**src/rtl/mul_seq_unit.sv**
```systemverilog
`default_nettype none
// ============================================================================
// Module   : mul_seq_unit
// Purpose  : Iterative shift-add RV32M multiplier driving an external adder.
// Revision : 1.0  initial release
// ============================================================================
module mul_seq_unit #(
    parameter int XLEN = 32
) (
    input  logic            i_clk,
    input  logic            i_rst_n,
    input  logic            i_start,
    input  logic [1:0]      i_op,
    input  logic [XLEN-1:0] i_rs1,
    input  logic [XLEN-1:0] i_rs2,
    output logic            o_busy,
    output logic            o_valid,
    output logic [XLEN-1:0] o_result,
    output logic [XLEN-1:0] o_add_a,
    output logic [XLEN-1:0] o_add_b,
    output logic            o_add_cin,
    input  logic [XLEN-1:0] i_add_sum,
    input  logic            i_add_cout
);

    localparam int CNT_W = $clog2(XLEN) + 1;
    localparam logic [CNT_W-1:0] C_LAST_ITER = CNT_W'(XLEN - 1);

    typedef enum logic [2:0] {
        S_IDLE   = 3'd0,
        S_MUL    = 3'd1,
        S_CORR_A = 3'd2,
        S_CORR_B = 3'd3,
        S_DONE   = 3'd4
    } state_t;

    state_t            state_q, state_d;
    logic [CNT_W-1:0]  cnt_q, cnt_d;
    logic [XLEN-1:0]   acc_q, acc_d;
    logic [XLEN-1:0]   lo_q, lo_d;
    logic [XLEN-1:0]   a_q, a_d;
    logic [XLEN-1:0]   b_q, b_d;
    logic [1:0]        op_q, op_d;
    logic [XLEN-1:0]   res_q, res_d;

    logic              w_accept;
    logic              w_a_signed;
    logic              w_b_signed;

    assign w_accept   = i_start && ((state_q == S_IDLE) || (state_q == S_DONE));
    assign w_a_signed = (op_q == 2'b01) || (op_q == 2'b10);
    assign w_b_signed = (op_q == 2'b01);

    assign o_busy   = (state_q == S_MUL) || (state_q == S_CORR_A) || (state_q == S_CORR_B);
    assign o_valid  = (state_q == S_DONE);
    assign o_result = res_q;

    always_comb begin
        state_d   = state_q;
        cnt_d     = cnt_q;
        acc_d     = acc_q;
        lo_d      = lo_q;
        a_d       = a_q;
        b_d       = b_q;
        op_d      = op_q;
        res_d     = res_q;
        o_add_a   = '0;
        o_add_b   = '0;
        o_add_cin = 1'b0;

        case (state_q)
            S_MUL: begin
                // Add a when the current multiplier bit is set, then shift the
                // 2*XLEN accumulator right by one, carry-out entering the top.
                o_add_a = acc_q;
                o_add_b = lo_q[0] ? a_q : '0;
                acc_d   = {i_add_cout, i_add_sum[XLEN-1:1]};
                lo_d    = {i_add_sum[0], lo_q[XLEN-1:1]};
                cnt_d   = cnt_q + 1'b1;
                if (cnt_q == C_LAST_ITER) begin
                    state_d = S_CORR_A;
                end
            end
            S_CORR_A: begin
                o_add_a = acc_q;
                if (w_a_signed && a_q[XLEN-1]) begin
                    o_add_b   = ~b_q;
                    o_add_cin = 1'b1;
                    acc_d     = i_add_sum;
                end
                state_d = S_CORR_B;
            end
            S_CORR_B: begin
                o_add_a = acc_q;
                if (w_b_signed && b_q[XLEN-1]) begin
                    o_add_b   = ~a_q;
                    o_add_cin = 1'b1;
                    acc_d     = i_add_sum;
                end
                // The high word must include this cycle's correction.
                res_d   = (op_q == 2'b00) ? lo_q : acc_d;
                state_d = S_DONE;
            end
            S_DONE: begin
                state_d = S_IDLE;
            end
            default: begin
                state_d = S_IDLE;
            end
        endcase

        if (w_accept) begin
            a_d     = i_rs1;
            b_d     = i_rs2;
            op_d    = i_op;
            lo_d    = i_rs2;
            acc_d   = '0;
            cnt_d   = '0;
            state_d = S_MUL;
        end
    end

    always_ff @(posedge i_clk or negedge i_rst_n) begin
        if (!i_rst_n) begin
            state_q <= S_IDLE;
            cnt_q   <= '0;
            acc_q   <= '0;
            lo_q    <= '0;
            a_q     <= '0;
            b_q     <= '0;
            op_q    <= '0;
            res_q   <= '0;
        end else begin
            state_q <= state_d;
            cnt_q   <= cnt_d;
            acc_q   <= acc_d;
            lo_q    <= lo_d;
            a_q     <= a_d;
            b_q     <= b_d;
            op_q    <= op_d;
            res_q   <= res_d;
        end
    end

endmodule
`default_nettype wire

```
**config.mk**
```make
export PLATFORM = sky130hd
export DESIGN_NAME = mul_seq_unit
export DESIGN_NICKNAME = d
export VERILOG_FILES = /design/src/rtl/mul_seq_unit.sv
export SDC_FILE = /design/constraint.sdc
export NUM_CORES = 1
export LEC_CHECK = 0
export ABC_AREA = 1
export CORE_MARGIN = 3
export CORE_UTILIZATION = 50
export CTS_CLUSTER_SIZE = 28
export DETAILED_ROUTE_END_ITERATION = 8
export GPL_ROUTABILITY_DRIVEN = 0
export PLACE_DENSITY_LB_ADDON = 0.05
export SYNTH_ARGS = -nofsm -noshare
export SYNTH_HDL_FRONTEND = slang
export SYNTH_SLANG_ARGS = --single-unit
```
**constraint.sdc**
```tcl
create_clock -name i_clk -period 2.2 [get_ports i_clk]
set_input_delay 0.22 -clock i_clk [delete_from_list [all_inputs] [get_ports i_clk]]
set_output_delay 0.22 -clock i_clk [all_outputs]
set_load 0.01 [all_outputs]
```
==> results.cfg <==
[yosys]
async_flop_share = 1.00
syn-cell-area_mm2 = 0.00903
syn_nets = 1364
synth.distinct_cells = 27
yosys_warnings = 0
ys_ff_latch = 171
seq_area_frac_synth = 0.474
synth_area_leaders = dfrtp_1 (47%), nand2_1 (20%), nand3_1 (4.7%), inv_1 (4.4%), nor2_1 (3.8%)
synth-main-ff-cell = dfrtp_1
synth.top_cell.area_share = 0.474
yosys-top-cells-count = nand2_1 (486), dfrtp_1 (171), inv_1 (107), nor2_1 (91), nand3_1 (85)
synth_enable_flop_cells = 0
synth.most_common_cell = nand2_1
syn-instance-count = 1259
avgSynthCellArea_um2 = 7.17
synth_top_area_cell = dfrtp_1

[timing]
relSlewSlack = 0.644
fin_crit_ns = 2.14
maxSlewViolCount = 0
period_share = 0.975
finalHoldViolations = 0
timing.final.ws_setup_ns = 0.0557
fmax_mhz = 466
clock_skew_ns = 0.00901
finalSetupViolCount = 0
tightest_slew_ns = 0.533

[critical_path]
r2r_cells = 7
critical-path-slowest-cell = dfrtp_2
cpLargestDelayFamily = buffers and inverters
worstPathArrival_ns = 1.92
startpoint_type = register
r2r_slack_ns = 0.24
cp_num_cells = 9
crit_chain = buf_6, inv_4, nand3_4, nor2_4, buf_4, buf_12, nand2_1, nand3_1, dlygate4sd2_1
crit_type = register to output pin
slowest_delay_ns = 0.43
crit_start = state_q[2]$_DFFE_PN0P_
critical_path.max_fanout = 16
crit_end = o_add_b[27]
required_ns = 1.98
r2r-end = acc_q[19]$_DFFE_PN0P_
worst-path-buf-inv = 5
rr_startpoint = state_q[2]$_DFFE_PN0P_
end_kind = output pin

[job]
max_cap_violations = 0

[clocking]
tritoncts = done
insertion_delay_ns = 0.43
htreeDepth = 4
cts_root_buffer = clkbuf_16
cts_buffer_depth = 2
path_clk_slew_ns = 0.07
cts.sinks = 171
cts_buffers = 17

[global_route]
grtUsageMet2 = 0.416
grt_pass1_wl_um = 46000
globalRouteOverflowTotal = 0
grt.total_usage = 0.288
busiest_layer = met1
use_met3 = 0.0717
use_met1 = 0.432
grt_max_degree = 102
antenna_found_initial = 0
first_global_vias = 8512

[power_and_ir_drop]
comb_power_share = 0.514
ir_drop_mv = 1.12
power.internal_w = 0.00992
p_leak_nw = 6.08
clockPowerShare = 0.163
p_switching_w = 0.00797
p_seq_frac = 0.323
power.density_mw_per_mm2 = 1490
swShare = 0.445

[cells_and_area]
stdcell_area_mm2 = 0.0120
final_nets = 1549
areaGrowthSynthToFinish_pct = 33.1
antenna_cells = 0
final_cells = 1681
utilization = 0.688
drive_gt1_frac = 0.0934

[run_status]
status = finished, final reports clean

[floorplan]
initial_core_util = 0.517
dieWidth_um = 140
die-height_um = 140
num_rows = 48
core_mm2 = 0.0175
die_area_mm2 = 0.0197
ios = 201

[min_path]
hold_path_class = primary input to asynchronous set/reset pin

[detailed_routing]
firstDrtPassIters = 5
routed_via_density = 5.36
wl_um = 27700
vias = 9012
drc = 0
wl_per_cell_um = 16.5
ant_nets = 0
drt_iter0_drc = 891

[placed_design]
place_area_mm2 = 0.0113
hpwl_um = 17900
pre_cts_ws_ns = 0.182
io_buffers = 200
dpl.cell_count = 1630
-- flip-flops by register name (all words and copies together), names as in the netlist --
name	cells
b_q	32
a_q	32
acc_q	32
o_result	32
state_q	3
lo_q	32
cnt_q	6
op_q	2
-- layer usage --
layer | routed length [um] | up-vias
li1 | - | 4385
met1 | 12600 | 4136
met2 | 11900 | 443
met3 | 2640 | 48
met4 | 546 | 0
met5 | 0 | -
-- worst register-to-register path, cell delays in order, from the launching register on --
cell     delay [ns]
dfrtp_2        0.43
nor2_4         0.11
buf_4          0.32
nand3_2        0.32
o21ai_2        0.13
buf_4          0.35
nand2_1        0.13
o21ai_1        0.09
-- timing repair --
action,4_1_cts,5_1_grt
pin swaps,4,4
gates resized for setup,168,20
cloned,5,0
setup endpoints to repair,67,34
endpoints found under the hold margin,46,0
setup buffers,16,3
hold buffers,1,0
-- metrics by stage --
step / power, W / setup TNS [ns] / hold WS [ns]
floorplan: 0.0111 / 0 / -0.0756
global placement: 0.0147 / 0 / 0.197
detailed placement: 0.0148 / 0 / 0.201
CTS: 0.0179 / -0.113 / 0.303
global route: 0.0193 / -0.0195 / 0.318
finish: 0.0179 / 0 / 0.311
-- layout by cell type (no fill, tap or decap), types with 2 or more instances in the layout --
cell type,n
nand2_1,483
dfrtp_1,169
clkdlybuf4s50_1,132
inv_1,105
nor2_1,90
nand3_1,84
o21ai_0,67
a21oi_1,36
dlygate4sd2_1,35
a31oi_1,32
nand4_1,31
o21ai_1,30
buf_4,29
buf_2,24
clkbuf_16,17
mux2i_1,12
buf_12,12
buf_6,8
inv_2,6
inv_6,6
nor2_4,5
o211ai_1,4
clkinv_4,4
clkdlybuf4s15_1,4
nand2_4,2
nand2_2,2
nand3_2,2
ha_4,2
clkinvlp_4,2
buf_16,2
clkbuf_2,2
dfrtp_2,2
-- cell type report --
class / instances / area (um^2)
Sequential cell: 171 / 4280
Clock inverter: 14 / 138
Fill cell: 1480 / 5460
Clock buffer: 17 / 425
Tap cell: 225 / 282
Inverter: 112 / 423
Multi-Input combinational cell: 891 / 4030
Timing Repair Buffer: 251 / 2440
-- power groups by stage --
stage / logic (W) / registers [W] / clock network, W
after floorplan: 0.00549 / 0.00560 / 0
after global placement: 0.00888 / 0.00578 / 0
after detailed placement: 0.00903 / 0.00579 / 0
after CTS: 0.00917 / 0.00575 / 0.00295
after global routing: 0.0102 / 0.00595 / 0.00310
final: 0.00919 / 0.00578 / 0.00291
-- cells by family after synthesis --
group | share of synthesized area
compound gates | 0.101
fa+ha+maj | 0.00416
buf+inv | 0.0890
flops | 0.474
mux | 0.0133
simple gates | 0.319
-- worst min-delay path by stage --
stage | endpoint | slack [ns] | from
floorplan | a_q[0]$_DFFE_PN0N_ | -0.08 | i_rst_n
global placement | acc_q[13]$_DFFE_PN0P_ | 0.20 | i_rst_n
detailed placement | acc_q[13]$_DFFE_PN0P_ | 0.20 | i_rst_n
CTS | a_q[12]$_DFFE_PN0N_ | 0.30 | i_rs1[12]
global route | a_q[15]$_DFFE_PN0N_ | 0.32 | i_rs1[15]
finish | acc_q[14]$_DFFE_PN0P_ | 0.31 | i_rst_n
(Power assumes the default switching activity.)
==> variant 1, RTL diff (same flow settings) <==
Re-encode `state_t` (5 states) as Gray code, 3 bits wide.
--- a/src/rtl/mul_seq_unit.sv
+++ b/src/rtl/mul_seq_unit.sv
@@ -27,11 +27,11 @@
     localparam logic [CNT_W-1:0] C_LAST_ITER = CNT_W'(XLEN - 1);
 
     typedef enum logic [2:0] {
-        S_IDLE   = 3'd0,
-        S_MUL    = 3'd1,
-        S_CORR_A = 3'd2,
-        S_CORR_B = 3'd3,
-        S_DONE   = 3'd4
+        S_IDLE   = 3'b000,
+        S_MUL    = 3'b001,
+        S_CORR_A = 3'b011,
+        S_CORR_B = 3'b010,
+        S_DONE   = 3'b110
     } state_t;
 
     state_t            state_q, state_d;
Behaviour: no difference found for any inputs over 10 cycles, from zero or initial values and one cycle with i_rst_n low; not proved beyond that.
==> variant 1 against the unedited design <==
  * Sequential cell count stayed put
  * Global-route usage decreased by 0.46 points
  * Highest routed layer unchanged
  * Wire length rose by 0.56%
  * Clock skew is 0.00072 ns higher
  * Worst hold slack improved by 0.0074 ns
  * Via count decreased by 2.2%
  * Critical path depth fell by 1
  * Synthesized area shrank 1.2%
  * Cell area rose by 1.8%
  * Synthesized cell count fell by 0.48%
  * Die area fell by 1.2%
  * Worst setup slack worse by 0.031 ns
Power is not compared: it rests on default switching activity, and its combinational part moved more than twofold at a synthesized area within 25%.
==> variant 1: results (changes against the unedited design) <==
syn avg cell area: 7.12 um2 (was 7.17 um2)
Syn Nets: 1,358 (was 1,364)
worst-path fanout max: 8 (was 16)
CP endpoint: o_add_cin (was o_add_b[27])
outcome: completed (unchanged)
largest net degree at the start of global routing: 101 (was 102)
final net count: 1,531 (was 1,549)
final cell count without fillers: 1,663 (was 1,681)
Worst Hold Class: primary input to flop (was primary input to asynchronous set/reset pin)
Post-CTS Setup Inserts: 3 (was 16)
Synth Area in Compound Gates: 7.56% (was 10.1%)
post-synthesis mux area share: 0% (was 1.33%)
wire per inst: 16.8 um (was 16.5 um)
Post-synth top cells: nand2_1, dfrtp_1, nand3_1 (was nand2_1, dfrtp_1, inv_1)
adder-cell area share of the yosys netlist: 0.421% (was 0.416%)
Final Skew: 0.00973 ns (was 0.00901 ns)
drt initial violations: 929 (was 891)
Final HPWL DP: 18.7 mm (was 17.9 mm)
post-cts gate resize count: 140 (was 168)
worst path arrival time: 1.96 ns (was 1.92 ns)
WL met2: 12.5 mm (was 11.9 mm)
dpl cell area: 11,200 um2 (was 11,300 um2)
vias in the first global route: 8,174 (was 8,512)
share of cells above drive strength 1: 11.9% (was 9.34%)
post-synth cell types: 21 (was 27)
Reg2Reg Setup Slack: 0.36 ns (was 0.24 ns)
first-pass GRT wire length: 44.5 mm (was 46.0 mm)
post-route cell area: 12,200 um2 (was 12,000 um2)
Seq/Total Area, Yosys: 48.0% (was 47.4%)
R2R Path End: lo_q[7] (was acc_q[19])
synth top area cells: dfrtp_1, nand2_1, nand3_1 (unchanged)
total track usage: 28.3% (was 28.8%)
M1 WL: 12.4 mm (was 12.6 mm)
antenna diode count: 0 (unchanged)
grt met1 use: 41.9% (was 43.2%)
Max-slew headroom: 56.7% (was 64.4%)
global routing met2 resource utilization: 42.1% (was 41.6%)
## variant 1: cell types whose count changed in the layout (fill, tap and decap cells not counted), moves of 21 or more
cell             unedited run  this run
a2bb2oi_1                   0        32
a31oi_1                    32         0
buf_6                       8        31
clkdlybuf4s50_1           132       156
dlygate4sd2_1              35         1
inv_1                     105        73
nand2_1                   483       539
nand2_2                     2        25
nand3_1                    84       140
nand3_2                     2        29
nand4_1                    31         0
nor2_1                     90        69
o21ai_0                    67        33
o21ai_1                    30         4
## variant 1: logic make-up after synthesis
| group | Yosys count |
|---|---|
| flip-flops | 171 |
| AO/OA/AOI/OAI | 107 |
| adder cells (fa/ha/maj) | 3 |
| buffers and inverters | 159 |
| AND/OR/NAND/NOR | 813 |
## variant 1: power breakdown
part | internal (mW) | total, mW | switching [mW]
clock | 1.87 | 3.12 | 1.25
sequential | 4.04 | 4.74 | 0.700
combinational | 1.89 | 4.47 | 2.58
## variant 1: critical path, stage by stage (launching register included)
cell      delay, ns
dfrtp_1        0.37
inv_2          0.06
ha_4           0.27
nand2_4        0.05
nor3_4         0.21
buf_6          0.18
buf_16         0.13
o21bai_1       0.11
buf_2          0.15
## variant 1: metrics by stage
| stage | setup WS (ns) | hold WS, ns |
|---|---|---|
| floorplan | 0.528 | -0.0756 |
| global placement | 0.129 | 0.269 |
| detailed placement | 0.0879 | 0.270 |
| CTS | -0.0201 | 0.310 |
| global route | -0.0571 | 0.326 |
| finish | 0.0247 | 0.319 |
## variant 1: area by class of cell
class / count / area share [%]
clock buffers: 21 / 3.84
clock inverters: 10 / 1.13
inverters: 78 / 2.41
multi-input cells: 923 / 34.9
flip-flops and latches: 171 / 35.0
well taps: 225 / 2.30
repair buffers: 235 / 20.5
==> variant 2, RTL diff (same flow settings) <==
Made on the original files. `XLEN`: 32 -> 64.
--- a/src/rtl/mul_seq_unit.sv
+++ b/src/rtl/mul_seq_unit.sv
@@ -5,7 +5,7 @@
 // Revision : 1.0  initial release
 // ============================================================================
 module mul_seq_unit #(
-    parameter int XLEN = 32
+    parameter int XLEN = 64
 ) (
     input  logic            i_clk,
     input  logic            i_rst_n,
Ports: changed (6 resized); port bits go from 201 to 393. The function was not compared with the original's and may differ.
==> variant 2 against the unedited design <==
  * The flow now finishes with violations (negative setup slack)
  * Clock skew up 0.0075 ns
  * Sequential cell count increased by 161
  * Clock power grew 120%
  * Worst setup slack worse by 0.24 ns
  * Maximum frequency shrank 10%
  * Count of clock-buffer cells in the layout rose by 33
  * Critical path depth up 2
  * Largest power group is now registers
  * Cell area increased by 110%
  * Total power decreased by 24%
  * Synthesized cell count grew 99%
  * Synthesized area is 94% higher
  * Wire length rose to 2.5 times the old value
  * Critical endpoint is now o_add_b[50]
==> variant 2: results (changes against the unedited design) <==
R2R Path End: o_result[45] (was acc_q[19])
setup ws final: -0.183 ns (was 0.0557 ns)
worst vdd ir: 537 uV (was 1120 uV)
vias in the first global route: 18,100 (was 8,512)
Gate power share: 7.4% (was 51.4%)
initial antenna violation count: 5 (was 0)
failing checks: negative setup slack
leakage power: 13.3 nW (was 6.08 nW)
Final HPWL DP: 40.8 mm (was 17.9 mm)
H-Tree Depth: 2 (was 4)
dpl cell area: 21,900 um2 (was 11,300 um2)
clk_lat worst skew: 0.53 ns (was 0.43 ns)
R2R depth: 9 (was 7)
top sig layer: met5 (was met4)
PortBufs: 392 (was 200)
CP endpoint: o_add_b[50] (was o_add_b[27])
first-pass GRT wire length: 104 mm (was 46.0 mm)
global routing met2 resource utilization: 51.5% (was 41.6%)
outcome: finished with violations (was completed)
grt met1 use: 49.1% (was 43.2%)
final net count: 3,061 (was 1,549)
Fill cells: 2,546 (was 1,480)
met3 wire length: 8.90 mm (was 2.64 mm)
Slew @ Worst Pin: 1.24 ns (was 0.533 ns)
CTS Buffer Depth: 3 (was 2)
M1 WL: 27.2 mm (was 12.6 mm)
Setup WS pre-CTS: 0.0149 ns (was 0.182 ns)
worst path arrival time: 2.16 ns (was 1.92 ns)
Vias/cell: 5.85 (was 5.36)
TritonRoute pass-1 iters: 6 (was 5)
setup violators final: 63 (was 0)
CP Launch Point: op_q[0] (was state_q[2])
[variant 2: kinds of logic after synthesis]
group                    after synthesis  share of synthesized area, %
AO/OA/AOI/OAI                        329                          9.93
XOR/XNOR                               1                        0.0499
buffers and inverters                385                          8.84
AND/OR/NAND/NOR                     1449                          33.5
multiplexers                           1                        0.0571
flip-flops                           332                          47.4
adder cells (fa/ha/maj)                3                         0.214
[variant 2: timing repair]
item / 4_1_cts / 5_1_grt
gates resized for setup: 497 / 200
cloned: 22 / 4
pin swaps: 4 / 28
hold buffers: 1 / 0
setup buffers: 31 / 17
hold endpoints to repair: 119 / 0
setup endpoints to repair: 130 / 94
[variant 2: cell type report]
class	count	share of cell area [%]
antenna	1	0.00997
clock buffer	50	4.21
clock inverter	11	0.568
inverter	209	3.17
multi-input combinational	1783	34.4
sequential	332	33.1
tap	448	2.23
timing repair buffer	497	22.3
